**src/rtl/counter_step_ctrl.sv**
```systemverilog
// rtl/counter_step_ctrl.sv - button conditioning and step/auto-repeat sequencing for counter_updown
// Optional carry counting on wrap_cnt is built when CTRL_WRAP_CNT_EN is defined.
module counter_step_ctrl #(
  parameter int DEB_CYCLES    = 1000000,
  parameter int HOLD_CYCLES   = 25000000,
  parameter int REPEAT_CYCLES = 5000000,
  parameter int TW            = 25
) (
  input  logic       clk,
  input  logic       rst,
  input  logic       btn_up,
  input  logic       btn_down,
  input  logic       btn_pause,
  input  logic       c_in,
  output logic [1:0] key,
  output logic       pause,
  output logic       rpt_active,
  output logic [7:0] wrap_cnt
);

  localparam logic [TW-1:0] DEB_LAST  = TW'(DEB_CYCLES - 1);
  localparam logic [TW-1:0] HOLD_LAST = TW'(HOLD_CYCLES - 1);
  localparam logic [TW-1:0] REP_LAST  = TW'(REPEAT_CYCLES - 1);

  typedef enum logic [1:0] {IDLE, HOLD, RPT, WAIT_REL} state_t;

  // Bit order for the conditioned buttons: 0 = up, 1 = down, 2 = pause.
  logic [2:0]    raw;
  logic [2:0]    sync1;
  logic [2:0]    sync2;
  logic [2:0]    deb;
  logic [TW-1:0] deb_cnt [3];

  state_t        state;
  logic          dir;
  logic [TW-1:0] timer;
  logic          pause_deb_q;

  logic          up;
  logic          dn;
  logic          pause_rise;
  logic          held;
  logic          other;
  logic [1:0]    step_key;

  assign raw = {btn_pause, btn_down, btn_up};

  always_ff @(posedge clk or posedge rst) begin
    if (rst) begin
      sync1 <= '0;
      sync2 <= '0;
      deb   <= '0;
      for (int i = 0; i < 3; i++) deb_cnt[i] <= '0;
    end else begin
      sync1 <= raw;
      sync2 <= sync1;
      for (int i = 0; i < 3; i++) begin
        if (sync2[i] == deb[i]) begin
          deb_cnt[i] <= '0;
        end else if (deb_cnt[i] == DEB_LAST) begin
          deb[i]     <= sync2[i];
          deb_cnt[i] <= '0;
        end else begin
          deb_cnt[i] <= deb_cnt[i] + 1'b1;
        end
      end
    end
  end

  assign up         = deb[0];
  assign dn         = deb[1];
  assign pause_rise = deb[2] & ~pause_deb_q;
  assign held       = dir ? dn : up;
  assign other      = dir ? up : dn;
  assign step_key   = dir ? 2'b10 : 2'b01;

  // A pause edge or an active pause overrides any step decision in the same cycle.
  always_ff @(posedge clk or posedge rst) begin
    if (rst) begin
      state       <= IDLE;
      dir         <= 1'b0;
      timer       <= '0;
      key         <= 2'b00;
      pause       <= 1'b0;
      rpt_active  <= 1'b0;
      pause_deb_q <= 1'b0;
    end else begin
      key         <= 2'b00;
      pause_deb_q <= deb[2];
      if (pause_rise) pause <= ~pause;
      if (pause || pause_rise) begin
        state      <= WAIT_REL;
        timer      <= '0;
        rpt_active <= 1'b0;
      end else begin
        case (state)
          IDLE: begin
            if (up && dn) begin
              state <= WAIT_REL;
            end else if (up || dn) begin
              key   <= up ? 2'b01 : 2'b10;
              dir   <= dn;
              timer <= '0;
              state <= HOLD;
            end
          end
          HOLD: begin
            if (!held || other) begin
              state <= WAIT_REL;
            end else if (timer == HOLD_LAST) begin
              key        <= step_key;
              timer      <= '0;
              state      <= RPT;
              rpt_active <= 1'b1;
            end else begin
              timer <= timer + 1'b1;
            end
          end
          RPT: begin
            if (!held || other) begin
              state      <= WAIT_REL;
              rpt_active <= 1'b0;
            end else if (timer == REP_LAST) begin
              key   <= step_key;
              timer <= '0;
            end else begin
              timer <= timer + 1'b1;
            end
          end
          default: begin
            if (!up && !dn) state <= IDLE;
          end
        endcase
      end
    end
  end

`ifdef CTRL_WRAP_CNT_EN
  always_ff @(posedge clk or posedge rst) begin
    if (rst) begin
      wrap_cnt <= 8'd0;
    end else if (c_in && !pause && (wrap_cnt != 8'hFF)) begin
      wrap_cnt <= wrap_cnt + 8'd1;
    end
  end
`else
  logic unused_c_in;
  assign unused_c_in = c_in;
  assign wrap_cnt    = 8'd0;
`endif

endmodule
```
**config.mk**
```make
export PLATFORM = sky130hd
export DESIGN_NAME = counter_step_ctrl
export DESIGN_NICKNAME = d
export VERILOG_FILES = /design/src/rtl/counter_step_ctrl.sv
export SDC_FILE = /design/constraint.sdc
export NUM_CORES = 1
export LEC_CHECK = 0
export ABC_AREA = 1
export CORE_MARGIN = 3
export CORE_UTILIZATION = 25
export CTS_CLUSTER_DIAMETER = 200
export CTS_CLUSTER_SIZE = 14
export DETAILED_ROUTE_END_ITERATION = 12
export GPL_ROUTABILITY_DRIVEN = 0
export GPL_TIMING_DRIVEN = 0
export SLEW_MARGIN = 15
export SYNTH_ARGS = -nofsm -noshare
export SYNTH_HDL_FRONTEND = slang
export SYNTH_SLANG_ARGS = --single-unit
```
**constraint.sdc**
```tcl
create_clock -name clk -period 7.1 [get_ports clk]
set_input_delay 1.42 -clock clk [delete_from_list [all_inputs] [get_ports clk]]
set_output_delay 1.42 -clock clk [all_outputs]
set_load 0.01 [all_outputs]
```
Yosys cells after proc, flatten, opt, wreduce, memory -nomap -nowiden --
Cells that the tools add are included.
Storage, ports and cells: output and inout bits 12, word-level logic and storage cells 103, register bits 117, bits of input ports 6
Operators by class: eq/ne operators 18, reductions and logical operators 19, multiplexer cells 39, bitwise logic cells 8, add/subtract/negate cells 4
Operator list (number):
- $mux W25 | 13
- $add A25 B1 Y25 const B | 4
- $eq A25 B20 Y1 const B | 3
- $pmux W25 S3 | 1
- $mux W2 | 16
- $eq A25 B23 Y1 const B | 1
- $eq A25 B25 Y1 const B | 1
- $ne A3 B3 Y1 const B | 6
- $pmux W2 S3 | 2
- $reduce_and A4 Y1 | 3
- $ne A4 B4 Y1 const B | 2
- $not A1 Y1 | 7
- $mux W1 | 6
- $reduce_and A2 Y1 | 3
- $reduce_and A5 Y1 | 1
- $reduce_bool A5 Y1 | 1
- $reduce_bool A4 Y1 | 1
- $eq A1 B1 Y1 | 3
- $logic_not A1 Y1 | 3
- $logic_or A1 B1 Y1 | 3
- $reduce_bool A3 Y1 | 1
- $eq A2 B1 Y1 const B | 1
- $eq A2 B2 Y1 const B | 1
- $logic_and A1 B1 Y1 | 2
- 3 further kinds | 3

Longest topological paths before layout --
depth after elaboration 6, mapped depth 14, mapped depth without buffers 12

Worst setup path after synthesis --
OpenSTA, ideal clock, no wires.
kind reg2out, start point register pause, end point output pause, data required time 5.680 ns, data arrival time 0.398 ns, cell stages (with the launch flop) 1, setup slack 5.282 ns, buffers on the path 0, path through dfrtp_1
RTL lines:
- start: declaration | RTL line 16 | output logic pause,
- start signal: assignment | RTL line 90 | if (pause_rise) pause <= ~pause;
No word-level cell between the ends.

Worst setup path after layout --
start point register pause, end point output pause
No word-level cell between the ends.

==> impl_results.md <==
- Outcome: finished clean
- R2R Path End: deb_cnt[44]
- Crit-path slowest cell: clkdlybuf4s50_1
- Vias in the first global route: roughly 6600
- Most common cell in the netlist: nand2_1
- Synth Area in Compound Gates: 0.0577
- Layout area overhead: 16.1%
- Post-synthesis xor/xnor area fraction: 0.0294
- Critical path peak fanout: 3
- Hold path cells: 0
- Net Sw Frac: 0.231
- Average cell area after synthesis: between 7 and 8 µm²
- Clk root buf: clkbuf_16
- Final hold viol count: 0
- Buf/Inv on CP: 1
- H-tree depth: 4
- Area share of the largest cell type after synthesis: 0.392
- HPWL Detailed: approximately 13 mm
- Fin area: between 8000 and 9000 µm²
- Die ar.: around 32000 µm²
- Cell variety after synth: 44
- Ys async rst share: 1.00
- Max-cap violations: 0
- Pint: 1.20 mW
- Worst slew pin tran: around 570 ps
- Hold crit path type: flop to flop
- CTS Hold Bufs: 0
- Max Fclk: about 0.35 GHz
- Commonest cells in the netlist: 233 x nand2_1, 167 x nor2_1, 161 x inv_1, 117 x dfrtp_1, 81 x nand3_1
- N_diodes: 0
- CTS sink cnt: approximately 120
- Clock Pin Slew Worst Setup and Hold Paths: roughly 60 ps
- Sequential cell area: around 3000 µm²
- R2R cell count: 8
- Hold Path End: sync2[0]
- RSZ-0062 raised after global routing: false
- Synthesized area: around 7500 µm²
- First-pass GRT wire length: around 30 mm
- Final Cycle Share: 0.398
- Clk pwr share: 0.540
- Worst path max stage delay: slightly below 600 ps
- Fin crit period: between 2000 and 3000 ps
- CP top delay family: buffers and inverters
- Fillers: around 3100
- Initial antenna violation count: 0
- Synth top area cells: dfrtp_1 39%, nand2_1 12%, nor2_1 8.4%
- Multi-input gate area: ~3700 µm²
- Vias/cell: 4.54
- Flop pwr share: 0.433
- Slew Limit Fails: 0
- Clock skew: 9.66 ps
- Reg2reg start: deb_cnt[25]
- PD cells: around 180 nW/µm²
- Sequential share of the synthesized area: 0.392
- Main synth FF type: dfrtp_1
- Adder-cell area share of the yosys netlist: 0.0134
- Total grt overflow: 0
- Drc violations: 0
- Detailed Route WL: between 15 and 20 mm
- Placed cell areas: roughly 8100 µm²
- CP required: between 5000 and 6000 ps
- Post-route ant nets: 0
- Core area: between 20000 and 30000 µm²
- Row count: between 60 and 70
- Die Width: 179 µm
- Setup bufs post-CTS: 0
- Leading area contributor after synthesis: dfrtp_1
- Cells after Synth: roughly 1100
- Drt initial violations: between 500 and 600
- Sw power: around 0.36 mW
- Largest net degree at the start of global routing: 83
- Multiplexer share of the synthesized area: 0
- First-pass DRT Iterations: 5
- Final #Nets: between 1000 and 1500
- Relative slew margins: 0.621
- Final setup violation count: 0
- Simple-Gate Fraction of Synth Area: 0.397
- Final Util: 0.298
- Crit end category: output port
- Share of layout cells above drive strength 1: 0.102
- Drt wl/cell: 12.1 µm
- Die height: 179 µm
- Kind of critical path: flop to output port
- Crit path cell chain: clkdlybuf4s50_1
- Synth warn: 0
- VDD IR max: between 0.00015 and 0.0002 V
- Routed via count: around 6800
- EDFF count, synth: 0
- Fin Setup TNS: 0 ps
- Setup crit start kind: flop
- Combinational power share: 0.026
- Starting Density: 0.256
- Worst-Skew Late Latency: approximately 420 ps
- Port Buffers: 8
- Deepest clock path buffer count: 2
- TritonCTS clock tree: done
- Crit path launch: pause
- CTS Buf Count: 17
- Total power: roughly 1.6 mW
- Min-delay src: sync1[0]
- GRT Resource Usage Total: 0.118
- Reg-to-reg slack, setup: 5050 ps
- Main combinational cell family by area after synthesis: simple AND/OR/NAND/NOR gates
- CTS resizes: 0
- WP data arrival: between 1000 and 1500 ps
- #FFs+latches synth: 117
- Ports: 18
- Leak Pwr: slightly below 4 nW
[area by class of cell]
class	instances	area share
Sequential cell	117	0.338
Timing Repair Buffer	9	0.0124
Multi-Input combinational cell	754	0.432
Buffer	24	0.0214
Tap cell	384	0.0555
Inverter	167	0.0738
Clock inverter	15	0.0179
Clock buffer	17	0.0491
[through the flow]
stage | cells | hold slack, ps | worst slack, ps
after floorplan | 1062 | 331 | 2580
after global placement | 1454 | 335 | 667
after detailed placement | 1455 | 336 | 4520
after CTS | 1487 | 349 | 4250
after global routing | 1487 | 362 | 4210
final | 1487 | 348 | 4280
[state kept, by name (all words and copies together), names as in the netlist]
signal,count
deb_cnt,75
timer,25
deb,3
sync1,3
sync2,3
key,2
state,2
dir,1
pause,1
pause_deb_q,1
rpt_active,1
[cells by family after synthesis]
logic type | Yosys count
buffers and inverters | 191
flip-flops | 117
XOR/XNOR | 25
AND/OR/NAND/NOR | 644
other | 1
adder cells (fa/ha/maj) | 8
AO/OA/AOI/OAI | 69
[how the worst max path moves through the flow]
stage                        endpoint  slack [ps]  cells after the start
final                           pause        4280                      1
after global routing            pause        4210                      1
after CTS                       pause        4250                      1
after detailed placement  deb_cnt[49]        4520                      3
after global placement    deb_cnt[49]         670                      2
after floorplan                deb[0]        2580                      1
[metal layers]
metal / global-route usage / vias up / routed length, µm
li1: - / 3440 / -
met1: 0.166 / 3104 / 8920
met2: 0.182 / 182 / 7930
met3: 0.0254 / 24 / 840
met4: 0.0325 / 0 / 235
met5: 0 / - / 0
[placed cells by master, fill, tap and decap left out, drive strengths merged, types with 5 or more instances in the layout]
cell type      synthesis  layout
nand3                 86      86
clkdlybuf4s50          0       8
nor3                  66      66
xnor2                  5       5
buf                   21      22
inv                  167     170
a21boi                 9       9
xor2                  20      20
nor4                   8       8
nand2                246     246
a21oi                 29      29
conb                   1       8
nor2                 182     182
clkinv                 0       7
nand4                 43      43
dfrtp                117     117
nor3b                  5       5
o21ai                 21      21
ha                     8       8
clkbuf                 3      20
[power groups by stage]
stage / Clock, mW / Sequential, mW / Combinational [mW]
after floorplan: 0 / 0.689 / 0.0289
after global placement: 0 / 0.690 / 0.0405
after detailed placement: 0 / 0.689 / 0.0429
after CTS: 0.864 / 0.678 / 0.0430
after global routing: 0.894 / 0.678 / 0.0485
final: 0.846 / 0.678 / 0.0413
No activity file was read; power rests on OpenSTA's default activity.
